### src/rtl/if_id_latch_if.sv
// Signal bundle between fetch/hazard logic and the IF/ID pipeline latch.
// The latch takes the slave side; the fetch stage and hazard unit take the master side.
interface if_id_latch_if;
  logic        ihit;
  logic [31:0] imemload;
  logic [31:0] pc_plus4;
  logic        stall;
  logic        flush;

  logic [31:0] instr_IF_ID;
  logic [31:0] pc_plus4_IF_ID;
  logic        valid_IF_ID;
  logic [5:0]  opcode_IF_ID;
  logic [5:0]  func_IF_ID;
  logic [4:0]  rs_IF_ID;
  logic [4:0]  rt_IF_ID;
  logic [4:0]  rd_IF_ID;
  logic [4:0]  shamt_IF_ID;
  logic [15:0] imm16_IF_ID;
  logic        halt_IF_ID;
  logic        pc_en;
  logic        fetch_ready;

  modport slave (
    input  ihit, imemload, pc_plus4, stall, flush,
    output instr_IF_ID, pc_plus4_IF_ID, valid_IF_ID, opcode_IF_ID, func_IF_ID,
           rs_IF_ID, rt_IF_ID, rd_IF_ID, shamt_IF_ID, imm16_IF_ID, halt_IF_ID,
           pc_en, fetch_ready
  );

  modport master (
    output ihit, imemload, pc_plus4, stall, flush,
    input  instr_IF_ID, pc_plus4_IF_ID, valid_IF_ID, opcode_IF_ID, func_IF_ID,
           rs_IF_ID, rt_IF_ID, rd_IF_ID, shamt_IF_ID, imm16_IF_ID, halt_IF_ID,
           pc_en, fetch_ready
  );
endinterface

### src/rtl/if_id_latch.sv
// IF/ID pipeline register with a one-entry skid buffer for fetches that land
// during a stall, and a halt state that freezes the latch until a flush.
module if_id_latch #(
  parameter logic [31:0] NOP_WORD = 32'h0000_0000,
  parameter logic [5:0]  HALT_OP  = 6'b111111
) (
  input logic          CLK,
  input logic          RST,
  if_id_latch_if.slave bus
);

  typedef enum logic [1:0] {
    ST_RUN      = 2'd0,
    ST_BUFFERED = 2'd1,
    ST_HALTED   = 2'd2
  } state_t;

  state_t      r_state;
  state_t      w_state_next;
  logic [31:0] r_instr;
  logic [31:0] r_pc_plus4;
  logic        r_valid;
  logic [31:0] r_skid_instr;
  logic [31:0] r_skid_pc;
  logic        r_skid_valid;
  logic        w_load_halt;
  logic        w_skid_halt;

  assign w_load_halt = (bus.imemload[31:26] == HALT_OP);
  assign w_skid_halt = r_skid_valid && (r_skid_instr[31:26] == HALT_OP);

  // NOTE: sequential state uses <= so every register samples pre-edge values.
  always_ff @(posedge CLK) begin
    if (RST) r_state <= ST_RUN;
    else     r_state <= w_state_next;
  end

  // NOTE: default assignment first so no path through the case infers a latch.
  always_comb begin
    w_state_next = r_state;
    case (r_state)
      ST_RUN: begin
        if (bus.flush)                    w_state_next = ST_RUN;
        else if (bus.stall)               w_state_next = bus.ihit ? ST_BUFFERED : ST_RUN;
        else if (bus.ihit && w_load_halt) w_state_next = ST_HALTED;
      end
      ST_BUFFERED: begin
        if (bus.flush)       w_state_next = ST_RUN;
        else if (!bus.stall) w_state_next = w_skid_halt ? ST_HALTED : ST_RUN;
      end
      ST_HALTED: begin
        if (bus.flush) w_state_next = ST_RUN;
      end
      default: w_state_next = ST_RUN;
    endcase
  end

  always_comb begin
    bus.fetch_ready = (r_state == ST_RUN);
    bus.pc_en       = (r_state == ST_RUN) && bus.ihit && !bus.stall;
  end

  // Datapath: pipeline register and skid buffer, priority RST > flush > stall > load.
  always_ff @(posedge CLK) begin
    if (RST) begin
      r_instr      <= NOP_WORD;
      r_pc_plus4   <= '0;
      r_valid      <= 1'b0;
      r_skid_instr <= '0;
      r_skid_pc    <= '0;
      r_skid_valid <= 1'b0;
    end else if (bus.flush) begin
      r_instr      <= NOP_WORD;
      r_pc_plus4   <= '0;
      r_valid      <= 1'b0;
      r_skid_valid <= 1'b0;
    end else begin
      case (r_state)
        ST_RUN: begin
          if (bus.stall) begin
            if (bus.ihit) begin
              r_skid_instr <= bus.imemload;
              r_skid_pc    <= bus.pc_plus4;
              r_skid_valid <= 1'b1;
            end
          end else if (bus.ihit) begin
            r_instr    <= bus.imemload;
            r_pc_plus4 <= bus.pc_plus4;
            r_valid    <= 1'b1;
          end else begin
            r_instr <= NOP_WORD;
            r_valid <= 1'b0;
          end
        end
        ST_BUFFERED: begin
          if (!bus.stall) begin
            r_instr      <= r_skid_instr;
            r_pc_plus4   <= r_skid_pc;
            r_valid      <= r_skid_valid;
            r_skid_valid <= 1'b0;
          end
        end
        default: ;
      endcase
    end
  end

  assign bus.instr_IF_ID    = r_instr;
  assign bus.pc_plus4_IF_ID = r_pc_plus4;
  assign bus.valid_IF_ID    = r_valid;
  assign bus.opcode_IF_ID   = r_instr[31:26];
  assign bus.rs_IF_ID       = r_instr[25:21];
  assign bus.rt_IF_ID       = r_instr[20:16];
  assign bus.rd_IF_ID       = r_instr[15:11];
  assign bus.shamt_IF_ID    = r_instr[10:6];
  assign bus.func_IF_ID     = r_instr[5:0];
  assign bus.imm16_IF_ID    = r_instr[15:0];
  assign bus.halt_IF_ID     = r_valid && (r_instr[31:26] == HALT_OP);

endmodule

### src/flat_wrapper.sv
// flat-port wrapper written by rule: the top's interface ports become plain ports
module if_id_latch_flat 
#(
  parameter logic [31:0] NOP_WORD = 32'h0000_0000,
  parameter logic [5:0]  HALT_OP  = 6'b111111
)
  (CLK, RST, bus_ihit, bus_imemload, bus_pc_plus4, bus_stall, bus_flush, bus_instr_IF_ID, bus_pc_plus4_IF_ID, bus_valid_IF_ID, bus_opcode_IF_ID, bus_func_IF_ID, bus_rs_IF_ID, bus_rt_IF_ID, bus_rd_IF_ID, bus_shamt_IF_ID, bus_imm16_IF_ID, bus_halt_IF_ID, bus_pc_en, bus_fetch_ready);
  if_id_latch_if bus_i ();
  input logic CLK;
  input logic RST;
  input wire logic [$bits(bus_i.ihit)-1:0] bus_ihit;
  input wire logic [$bits(bus_i.imemload)-1:0] bus_imemload;
  input wire logic [$bits(bus_i.pc_plus4)-1:0] bus_pc_plus4;
  input wire logic [$bits(bus_i.stall)-1:0] bus_stall;
  input wire logic [$bits(bus_i.flush)-1:0] bus_flush;
  output wire logic [$bits(bus_i.instr_IF_ID)-1:0] bus_instr_IF_ID;
  output wire logic [$bits(bus_i.pc_plus4_IF_ID)-1:0] bus_pc_plus4_IF_ID;
  output wire logic [$bits(bus_i.valid_IF_ID)-1:0] bus_valid_IF_ID;
  output wire logic [$bits(bus_i.opcode_IF_ID)-1:0] bus_opcode_IF_ID;
  output wire logic [$bits(bus_i.func_IF_ID)-1:0] bus_func_IF_ID;
  output wire logic [$bits(bus_i.rs_IF_ID)-1:0] bus_rs_IF_ID;
  output wire logic [$bits(bus_i.rt_IF_ID)-1:0] bus_rt_IF_ID;
  output wire logic [$bits(bus_i.rd_IF_ID)-1:0] bus_rd_IF_ID;
  output wire logic [$bits(bus_i.shamt_IF_ID)-1:0] bus_shamt_IF_ID;
  output wire logic [$bits(bus_i.imm16_IF_ID)-1:0] bus_imm16_IF_ID;
  output wire logic [$bits(bus_i.halt_IF_ID)-1:0] bus_halt_IF_ID;
  output wire logic [$bits(bus_i.pc_en)-1:0] bus_pc_en;
  output wire logic [$bits(bus_i.fetch_ready)-1:0] bus_fetch_ready;
  assign bus_i.ihit = bus_ihit;
  assign bus_i.imemload = bus_imemload;
  assign bus_i.pc_plus4 = bus_pc_plus4;
  assign bus_i.stall = bus_stall;
  assign bus_i.flush = bus_flush;
  assign bus_instr_IF_ID = bus_i.instr_IF_ID;
  assign bus_pc_plus4_IF_ID = bus_i.pc_plus4_IF_ID;
  assign bus_valid_IF_ID = bus_i.valid_IF_ID;
  assign bus_opcode_IF_ID = bus_i.opcode_IF_ID;
  assign bus_func_IF_ID = bus_i.func_IF_ID;
  assign bus_rs_IF_ID = bus_i.rs_IF_ID;
  assign bus_rt_IF_ID = bus_i.rt_IF_ID;
  assign bus_rd_IF_ID = bus_i.rd_IF_ID;
  assign bus_shamt_IF_ID = bus_i.shamt_IF_ID;
  assign bus_imm16_IF_ID = bus_i.imm16_IF_ID;
  assign bus_halt_IF_ID = bus_i.halt_IF_ID;
  assign bus_pc_en = bus_i.pc_en;
  assign bus_fetch_ready = bus_i.fetch_ready;
  if_id_latch #(.NOP_WORD(NOP_WORD), .HALT_OP(HALT_OP)) u_core (.CLK(CLK), .RST(RST), .bus(bus_i));
endmodule
### config.mk
export PLATFORM = sky130hd
export DESIGN_NAME = if_id_latch_flat
export DESIGN_NICKNAME = d
export VERILOG_FILES = /design/src/rtl/if_id_latch_if.sv /design/src/rtl/if_id_latch.sv /design/src/flat_wrapper.sv
export SDC_FILE = /design/constraint.sdc
export NUM_CORES = 1
export LEC_CHECK = 0
export CORE_ASPECT_RATIO = 0.5
export CORE_MARGIN = 2
export CORE_UTILIZATION = 40
export CTS_CLUSTER_SIZE = 8
export DETAILED_ROUTE_END_ITERATION = 7
export GPL_TIMING_DRIVEN = 0
export PLACE_DENSITY_LB_ADDON = 0.15
export SLEW_MARGIN = 15
export SYNTH_ARGS = -nofsm -noshare
export SYNTH_HDL_FRONTEND = slang
export SYNTH_SLANG_ARGS = --single-unit
### constraint.sdc
create_clock -name CLK -period 4.4 [get_ports CLK]
set_clock_uncertainty 0.1 [all_clocks]
set_input_delay 0.44 -clock CLK [delete_from_list [all_inputs] [get_ports CLK]]
set_output_delay 0.44 -clock CLK [all_outputs]
set_load 0.02 [all_outputs]
==> metrics.yaml <==
clock_network:
  cts_made_buffers: 17
  h-tree-depth: 4
  clk_pin_slew_worst_paths_ns: 0.06
  cts_resized: 0
  clock_path_buffers: 2
  post_cts_buffers: 0
  cts.sinks: 132
  cts_root_buffer: "clkbuf_16"
  insertion_delay_ns: 0.41
  postCtsHoldBufs: 0
  cts_tree: "built"
run_status:
  outcome: "complete, no violations"
timing:
  worst_pin_slew_ns: 0.629
  rsz0062_at_grt: "no"
  setup_viol_count_final: 0
  slew_violations: 0
  fmax_ghz: 0.348
  slew_headroom_pct: 58.1
  hold_violations: 0
  fin_crit_ns: 2.87
  min_period_over_period_pct: 65.3
  tns_ns: 0
setup_path:
  worstSetupPathType: "reg2out"
  r2r-end: "u_core.bus.valid_IF_ID"
  cp-start-kind: "flip-flop"
  worstPathMaxFanout: 10
  endpoint_kind: "output port"
  reg2reg_depth: 5
  reg2reg_from: "u_core.r_state[1]"
  required_ns: 3.86
  timing.critical_path.arrival_ns: 2.33
  reg2reg_setup_slack_ns: 2.46
grt:
  grtUsageTotal_pct: 22.6
  grt_max_degree: 17
  grt_pass1_wl_mm: 29.3
  grt_overflow_total: 0
  antenna_found_initial: 0
  grt_pass1_vias: 5601
final_layout:
  utilization_pct: 59.7
  diodes: 0
  final_cell_mix: "182 x clkdlybuf4s50_1, 132 x dfxtp_1, 97 x a21oi_1"
  final_common_cell: "clkdlybuf4s50_1"
  area_growth_pct: 44.0
  drive_gt1_share_pct: 17.0
  layout.nets: 945
  nFillCells: 1280
synth:
  syn_nets: 744
  synthesis.instances: 675
  ys_warn_count: 0
  yosysTopAreaCell: "dfxtp_1"
  syn_avg_cell_area_um2: 8.99
  yosysTopAreaCellShare_pct: 43.6
  yosysSeqAreaShare_pct: 43.6
  synthTopCellsByArea: "dfxtp_1 44%, a21oi_1 8.0%, buf_4 6.4%"
  ys_types: 36
  synth_area_um2: 6070
  ys_seq_elements: 132
drt:
  routed_via_density: 5.51
  routed_wl_mm: 18.6
  firstDrtPassIters: 6
  drt_iter0_markers: 571
  route.detailed.drc: 0
  ant_nets: 0
  via_count: 5986
  wl_per_cell_um: 17.1
power_and_ir_drop:
  peakVddDrop_mv: 0.307
  power.total_mw: 3.19
  powerDensity_nw_per_um2: 365
  power_leakage_nw: 3.24
placed_design:
  place.gp.congestion: 0.784
  hpwlAfterDp_mm: 12.9
  io_buffers: 182
min_path:
  hold_path_depth: 3
  hp-class: "in2reg"
  holdPathEnd: "u_core.r_skid_valid"
  min-delay-start: "bus_stall"
die:
  core_area_um2: 14600
  rows: 31
  ios: 185
  die_x_um: 178
  dieArea_um2: 16200
  die_y_um: 91.1
  start_util_pct: 41.5
run:
  drv_cap: 0
[through the flow]
stage / instances / setup WS [ns] / area [µm²] / hold WS (ns)
2_1_floorplan: 675 / 2.32 / 6070 / 0.353
3_3_place_gp: 1055 / 1.77 / 8140 / 0.359
3_5_place_dp: 1055 / 1.76 / 8140 / 0.366
4_1_cts: 1087 / 1.52 / 8740 / 0.267
5_1_grt: 1087 / 1.42 / 8740 / 0.275
6_report: 1087 / 1.53 / 8740 / 0.273
[worst max path at each step]
stage                       from        end  slack, ns  cells past startpoint
3_3_place_gp            bus_ihit  bus_pc_en       1.77                      6
5_1_grt        u_core.r_state[1]  bus_pc_en       1.42                      6
6_report       u_core.r_state[1]  bus_pc_en       1.53                      6
3_5_place_dp            bus_ihit  bus_pc_en       1.76                      6
4_1_cts        u_core.r_state[1]  bus_pc_en       1.52                      6
2_1_floorplan           bus_ihit  bus_pc_en       2.32                      5
[cells by family after synthesis]
logic type | synth area share (%)
multiplexers | 5.44
AND/OR/NAND/NOR | 10.0
buffers and inverters | 12.4
AO/OA/AOI/OAI | 28.6
flip-flops | 43.6
[worst max-delay path: stages, from the launching register on]
cell,delay (ns)
dfxtp_1,0.29
buf_2,0.16
or3b_4,0.43
buf_6,0.16
buf_2,0.18
nor2_1,0.10
clkdlybuf4s50_1,0.60
[flip-flops by register name (all words and copies together) (netlist names)]
signal	flops
u_core.bus.instr_IF_ID	32
u_core.bus.pc_plus4_IF_ID	32
u_core.r_skid_instr	32
u_core.r_skid_pc	32
u_core.r_state	2
u_core.bus.valid_IF_ID	1
u_core.r_skid_valid	1
[synthesized netlist by cell type]
cell type  number
and2_4          1
buf_6           6
nand4_1         1
nor2b_1         1
nand2b_1        2
or2_1           1
a311oi_1        1
or3b_4          1
nor2_1         36
nand3b_1        2
inv_1           1
or2_2           1
nand3_1        69
buf_2          25
dfxtp_1       132
a31oi_1         1
a21oi_1        97
nor3_1          1
o21bai_1        1
buf_4          52
clkbuf_1       38
o22ai_1         1
o21ai_1        13
clkbuf_2        1
nor3b_1         1
a211oi_2       30
o21ai_0        52
buf_1           4
a32oi_1        30
o311a_1         1
nand4b_1        2
mux2i_1        33
nor2_2          1
nand2_1         2
nor4_2          1
a211oi_1       33
[per-layer routing]
layer,vias up,global-route usage [%],part of all wire (%)
li1,2851,-,-
met1,2879,31.5,46
met2,239,35.8,47
met3,17,4.36,6.3
met4,0,5.96,0.74
met5,-,0,0
[cell type report]
cell class	instances	area (µm²)	area share (%)
buffer	126	746	8.54
inverter	1	3.75	0.0430
timing repair buffer	182	1820	20.9
clock buffer	19	453	5.18
tap	198	248	2.84
sequential	132	2640	30.2
multi-input combinational	416	2680	30.6
clock inverter	13	146	1.68
[power breakdown]
part | internal (mW) | total (mW) | switching, mW
combinational | 0.217 | 0.476 | 0.259
sequential | 1.24 | 1.26 | 0.0272
clock | 0.873 | 1.45 | 0.574
total | 2.33 | 3.19 | 0.861
Power figures use the tool's default switching activity.
